==> config.mk <==
export PLATFORM = sky130hd
export DESIGN_NAME = episode_tracker
export DESIGN_NICKNAME = d
export VERILOG_FILES = /design/src/rtl/episode_tracker.sv
export SDC_FILE = /design/constraint.sdc
export NUM_CORES = 1
export LEC_CHECK = 0
export CAP_MARGIN = 15
export CORE_MARGIN = 2
export CORE_UTILIZATION = 45
export CTS_BUF_LIST = sky130_fd_sc_hd__clkbuf_8 sky130_fd_sc_hd__clkbuf_16
export CTS_CLUSTER_DIAMETER = 100
export DETAILED_ROUTE_END_ITERATION = 12
export HOLD_SLACK_MARGIN = 0.1
export SETUP_SLACK_MARGIN = 0.2
export SYNTH_ARGS = -nofsm -noshare
export SYNTH_HDL_FRONTEND = slang
export SYNTH_SLANG_ARGS = --single-unit
==> constraint.sdc <==
create_clock -name clk -period 5.65 [get_ports clk]
set_clock_uncertainty 0.05 [all_clocks]
set_input_delay 0.8475 -clock clk [delete_from_list [all_inputs] [get_ports clk]]
set_output_delay 0.8475 -clock clk [all_outputs]
set_load 0.01 [all_outputs]
==> src/rtl/episode_tracker.sv <==
// Winner-sequence episode tracker: captures winner IDs per theta window, scores
// them against a stored episode and flags early divergence inside a window.
module episode_tracker #(
    parameter int ID_W         = 4,
    parameter int SEQ_LEN      = 4,
    parameter int DECAY        = 2,
    parameter int REPLACE_THR  = 3,
    parameter int MISMATCH_MIN = 4
) (
    input  logic                           clk,
    input  logic                           rst_n,
    input  logic                           theta_tick,
    input  logic                           win_valid,
    input  logic [ID_W-1:0]                win_id,
    output logic [3:0]                     ep_strength,
    output logic                           ep_valid,
    output logic                           input_mismatch,
    output logic                           ep_update,
    output logic [$clog2(SEQ_LEN+1)-1:0]   match_cnt
);

    localparam int CNT_W = $clog2(SEQ_LEN + 1);
    localparam int IDX_W = $clog2(SEQ_LEN);

    localparam logic [CNT_W-1:0] SEQ_LEN_C     = CNT_W'(SEQ_LEN);
    localparam logic [3:0]       DECAY_C       = 4'(DECAY);
    localparam logic [3:0]       REPLACE_C     = 4'(REPLACE_THR);
    localparam logic [3:0]       MISMATCH_C    = 4'(MISMATCH_MIN);
    localparam logic [3:0]       STRENGTH_MAX  = 4'd15;

    // Buffers and lengths
    logic [ID_W-1:0]  cur_reg [SEQ_LEN];
    logic [ID_W-1:0]  st_reg  [SEQ_LEN];
    logic [CNT_W-1:0] cur_len_reg, cur_len_next;
    logic [CNT_W-1:0] st_len_reg,  st_len_next;

    // Output state
    logic [3:0]       ep_strength_reg, ep_strength_next;
    logic             ep_valid_reg,    ep_valid_next;
    logic             mismatch_reg,    mismatch_next;
    logic             ep_update_reg;
    logic [CNT_W-1:0] match_cnt_reg;

    // Evaluation datapath
    logic [CNT_W-1:0] eval_len;
    logic [SEQ_LEN-1:0] match_vec;
    logic [CNT_W-1:0] match_sum;
    logic             full_match;
    logic             partial_match;
    logic [3:0]       strength_dec1;
    logic [3:0]       strength_inc;
    logic [3:0]       strength_decay;
    logic             load_episode;

    // Capture / mismatch datapath
    logic             wr_en;
    logic [CNT_W-1:0] wr_idx;
    logic [ID_W-1:0]  st_at_cur;
    logic             beyond_st;
    logic             mismatch_hit;

    assign eval_len = (cur_len_reg < st_len_reg) ? cur_len_reg : st_len_reg;

    // One comparator per buffer position, masked to the overlapping prefix.
    generate
        for (genvar gi = 0; gi < SEQ_LEN; gi++) begin : g_match
            assign match_vec[gi] = (CNT_W'(gi) < eval_len) && (cur_reg[gi] == st_reg[gi]);
        end
    endgenerate

    always_comb begin
        match_sum = '0;
        for (int i = 0; i < SEQ_LEN; i++) begin
            match_sum = match_sum + CNT_W'(match_vec[i]);
        end
    end

    assign full_match    = (cur_len_reg == st_len_reg) && (match_sum == cur_len_reg);
    // Doubling is done one bit wider so it cannot wrap.
    assign partial_match = {match_sum, 1'b0} >= {1'b0, st_len_reg};

    assign strength_dec1  = (ep_strength_reg == 4'd0) ? 4'd0 : ep_strength_reg - 4'd1;
    assign strength_inc   = (ep_strength_reg == STRENGTH_MAX) ? STRENGTH_MAX : ep_strength_reg + 4'd1;
    assign strength_decay = (ep_strength_reg > DECAY_C) ? ep_strength_reg - DECAY_C : 4'd0;

    always_comb begin
        ep_strength_next = ep_strength_reg;
        ep_valid_next    = ep_valid_reg;
        st_len_next      = st_len_reg;
        load_episode     = 1'b0;
        if (theta_tick) begin
            if (cur_len_reg == '0) begin
                ep_strength_next = strength_dec1;
            end else if (!ep_valid_reg) begin
                load_episode     = 1'b1;
                st_len_next      = cur_len_reg;
                ep_strength_next = 4'd1;
                ep_valid_next    = 1'b1;
            end else if (full_match) begin
                ep_strength_next = strength_inc;
            end else if (partial_match) begin
                ep_strength_next = ep_strength_reg;
            end else if (strength_decay < REPLACE_C) begin
                load_episode     = 1'b1;
                st_len_next      = cur_len_reg;
                ep_strength_next = 4'd1;
            end else begin
                ep_strength_next = strength_decay;
            end
        end
    end

    // A winner arriving with the tick opens the new window at slot 0.
    assign wr_en  = win_valid && (theta_tick || (cur_len_reg < SEQ_LEN_C));
    assign wr_idx = theta_tick ? '0 : cur_len_reg;

    always_comb begin
        cur_len_next = cur_len_reg;
        if (theta_tick) begin
            cur_len_next = win_valid ? CNT_W'(1) : '0;
        end else if (wr_en) begin
            cur_len_next = cur_len_reg + CNT_W'(1);
        end
    end

    // Guard the lookup once the window has run past the buffer depth.
    assign st_at_cur    = (cur_len_reg < SEQ_LEN_C) ? st_reg[cur_len_reg[IDX_W-1:0]] : '0;
    assign beyond_st    = cur_len_reg >= st_len_reg;
    assign mismatch_hit = win_valid && ep_valid_reg && (ep_strength_reg >= MISMATCH_C)
                          && (beyond_st || (win_id != st_at_cur));

    always_comb begin
        mismatch_next = mismatch_reg;
        if (theta_tick) begin
            mismatch_next = 1'b0;
        end else if (mismatch_hit) begin
            mismatch_next = 1'b1;
        end
    end

    always_ff @(posedge clk or negedge rst_n) begin
        if (!rst_n) begin
            for (int i = 0; i < SEQ_LEN; i++) begin
                cur_reg[i] <= '0;
                st_reg[i]  <= '0;
            end
        end else begin
            for (int i = 0; i < SEQ_LEN; i++) begin
                // Copy uses the closing window; the coincident write lands after.
                if (load_episode) begin
                    st_reg[i] <= cur_reg[i];
                end
                if (wr_en && (wr_idx == CNT_W'(i))) begin
                    cur_reg[i] <= win_id;
                end
            end
        end
    end

    always_ff @(posedge clk or negedge rst_n) begin
        if (!rst_n) begin
            cur_len_reg     <= '0;
            st_len_reg      <= '0;
            ep_strength_reg <= 4'd0;
            ep_valid_reg    <= 1'b0;
            mismatch_reg    <= 1'b0;
            ep_update_reg   <= 1'b0;
            match_cnt_reg   <= '0;
        end else begin
            cur_len_reg     <= cur_len_next;
            st_len_reg      <= st_len_next;
            ep_strength_reg <= ep_strength_next;
            ep_valid_reg    <= ep_valid_next;
            mismatch_reg    <= mismatch_next;
            ep_update_reg   <= theta_tick;
            if (theta_tick) begin
                match_cnt_reg <= match_sum;
            end
        end
    end

    assign ep_strength    = ep_strength_reg;
    assign ep_valid       = ep_valid_reg;
    assign input_mismatch = mismatch_reg;
    assign ep_update      = ep_update_reg;
    assign match_cnt      = match_cnt_reg;

endmodule
==> impl_metrics.toml <==
[run_status]
status = "completed"

[sta]
period_share_pct = 84.22
rsz0062_at_grt = "no"
final_hold_viol_count = 0
tns_ns = 0
drv_slew = 0
maxSlewHeadroom_pct = 43.38
timing.fmax_mhz = 210.2
period_needed_ns = 4.758
worstMarginPinSlew_ns = 0.8416
setup_viol = 0

[pwr]
seqPwrFrac_pct = 38.3
power.total_uw = 1588
power-per-cell-area_nw_per_um2 = 488.4
p_leak_uw = 0.001442
internal_power_uw = 985.7
pwr-share-comb_pct = 45.7
clkPwrFrac_pct = 16.0
p_switching_uw = 602.0
sw_frac_of_total_pct = 37.92
peakVddDrop_mv = 0.2265

[clock_network]
cts.reportedPaths.clkPinSlew_ns = 0.09
numCtsBuffers = 5
cts.sinks = 48
cts_root_buf = "clkbuf_8"
postCtsSetupBuffers = 0
post_cts_resized = 0
holdBufCountCts = 0
cts_buffer_depth = 2
clock_latency_ns = 0.31
htreeDepth = 2
cts_tree = "done"

[route]
drt_wl_total_um = 5936
drc = 0
vias = 1964
wl_per_cell_um = 16.53
vias_per_cell = 5.471
drtPass1Iterations = 7
drt_iter0_drc = 75
drtAntennaViolNets = 0

[die]
initial_core_util_pct = 46.04
die_h_um = 84.37
coreArea_um2 = 6314
rows = 29
dieArea_um2 = 7117
dieWidth_um = 84.37
ios = 18

[logic_synthesis]
synth_top_area_share_pct = 41.33
synth_area_leaders = "dfrtp_1 (41%), mux2_2 (8.5%), ha_1 (6.5%)"
ys_seq_area_share_pct = 41.33
synth.largest_area_cell = "dfrtp_1"
synth_common_cells = "dfrtp_1 (48), mux2_2 (22), o21ai_0 (19), inv_1 (18), ha_1 (15)"
synth_cells = 264
synthFlopType = "dfrtp_1"
syn-num-nets = 289
synth.most_common_cell = "dfrtp_1"
ys_ff_latch = 48
syn_area_per_cell_um2 = 11.01
synth_edf_count = 0
synth_area_um2 = 2907
synth.distinct_cells = 50
synthArstFlopShare_pct = 100.0
yosys_warnings = 0

[final_layout]
nets = 306
antenna_cells = 0
area_growth_syn_to_layout_pct = 11.84
drive_above_1_share_pct = 17.73

[grt]
grt_start_max_net_pins = 49
antenna_found_initial = 0
grt_pass1_wl_um = 9825
grt.total_usage_pct = 17.63
grt_pass1_vias = 1836
grt.overflow.total = 0

[min_path]
hold_path_class = "in -> async"

[worst_setup_path]
path_class = "reg -> reg"
cp-startpoint = "cur_len_reg[0]"
worstSetupEndpointType = "register"
slowest_stage = "dfrtp_1"
ff2ff_setup_slack_ns = 0.89
cp.required_ns = 5.79
path_max_fanout = 19
cp_common_cell = "ha_1"
r2r_start = "cur_len_reg[0]"
cp-start-kind = "register"
critical_path_arrival_ns = 4.90
cpPeakStageDelay_ns = 0.70
worstPathCellList = "inv_1 > ha_1 > nor2b_1 > o21ai_0 > nand2b_1 > mux2i_1 > nor2_1 > a21o_1 > fa_1 > inv_1 > ha_1 > ha_1 > a21oi_1 > o31a_1 > nand3b_4 > a21oi_4 > mux2_2"

[placed_design]
hpwl_um = 4298
gp_congestion = 0.8191
io_buffers = 17

[job]
maxCapViolCount = 0
[power groups by stage]
stage                     clock (uW)  combinational (uW)  sequential, uW
after floorplan                    0                 609             561
after global placement             0                 714             615
after detailed placement           0                 726             615
after CTS                        260                 728             609
after global routing             276                 805             631
final                            254                 726             608
[routing by layer]
| metal | part of all wire, % | wire length [um] | GRT usage, % | up-vias |
|---|---|---|---|---|
| met3 | 2.9 | 172 | 2.950 | 7 |
| met1 | 51 | 3028 | 26.49 | 953 |
| li1 | - | - | - | 973 |
| met4 | 1.1 | 66 | 4.329 | 0 |
| met5 | 0 | 0 | 0 | - |
| met2 | 45 | 2668 | 26.77 | 31 |
[placed cells by master, fill, tap and decap left out, types with 9 or more instances in the layout]
cell,count
dfrtp_1,48
xnor2_1,9
inv_1,18
ha_1,15
nor2_1,14
o21ai_0,19
clkdlybuf4s50_1,16
mux2_2,22
nand2_1,14
[worst paths after layout]
path | end | depth (start not counted)
max in group asynchronous | st_reg[10] | 2
setup reg to reg | st_reg[8] | 17
min in group clk | match_cnt[1] | 1
hold / removal | match_cnt[1] | 1
hold reg to reg | match_cnt[1] | 1
setup / recovery | st_reg[8] | 17
[through the flow]
step	setup slack, ns	util (%)	instance area [um^2]	hold WS [ns]	instances
after global placement	0.9625	49.35	3115	0.4384	350
after detailed placement	0.8558	49.35	3115	0.4484	350
after CTS	0.8420	51.17	3231	0.4706	358
after floorplan	1.463	-	2907	0.4159	264
final	0.8915	51.49	3251	0.3322	359
after global routing	0.5295	51.49	3251	0.3202	359
[worst max-delay path, delay by kind of cell, from the launching register on]
kind                     cells  cell delay, ns
buffers and inverters        2            0.21
AND/OR/NAND/NOR              4            0.42
adder cells (fa/ha/maj)      4            1.37
multiplexers                 2            0.64
flip-flops                   1            0.70
AO/OA/AOI/OAI                5            1.24
[cells by family after synthesis]
group	Yosys count	share of synthesized area, %
AO/OA/AOI/OAI	52	11.62
XOR/XNOR	17	5.123
adder cells (fa/ha/maj)	17	7.835
buffers and inverters	27	4.391
flip-flops	48	41.33
multiplexers	39	17.48
AND/OR/NAND/NOR	64	12.23
[area by class of cell]
| class | count | area [um^2] |
|---|---|---|
| multi-input combinational | 189 | 1578 |
| fill | 580 | 3063 |
| inverter | 18 | 67.56 |
| sequential | 48 | 1201 |
| timing repair buffer | 19 | 192.7 |
| clock buffer | 5 | 68.82 |
| tap | 77 | 96.34 |
| clock inverter | 3 | 46.29 |
Power figures use the tool's default switching activity.
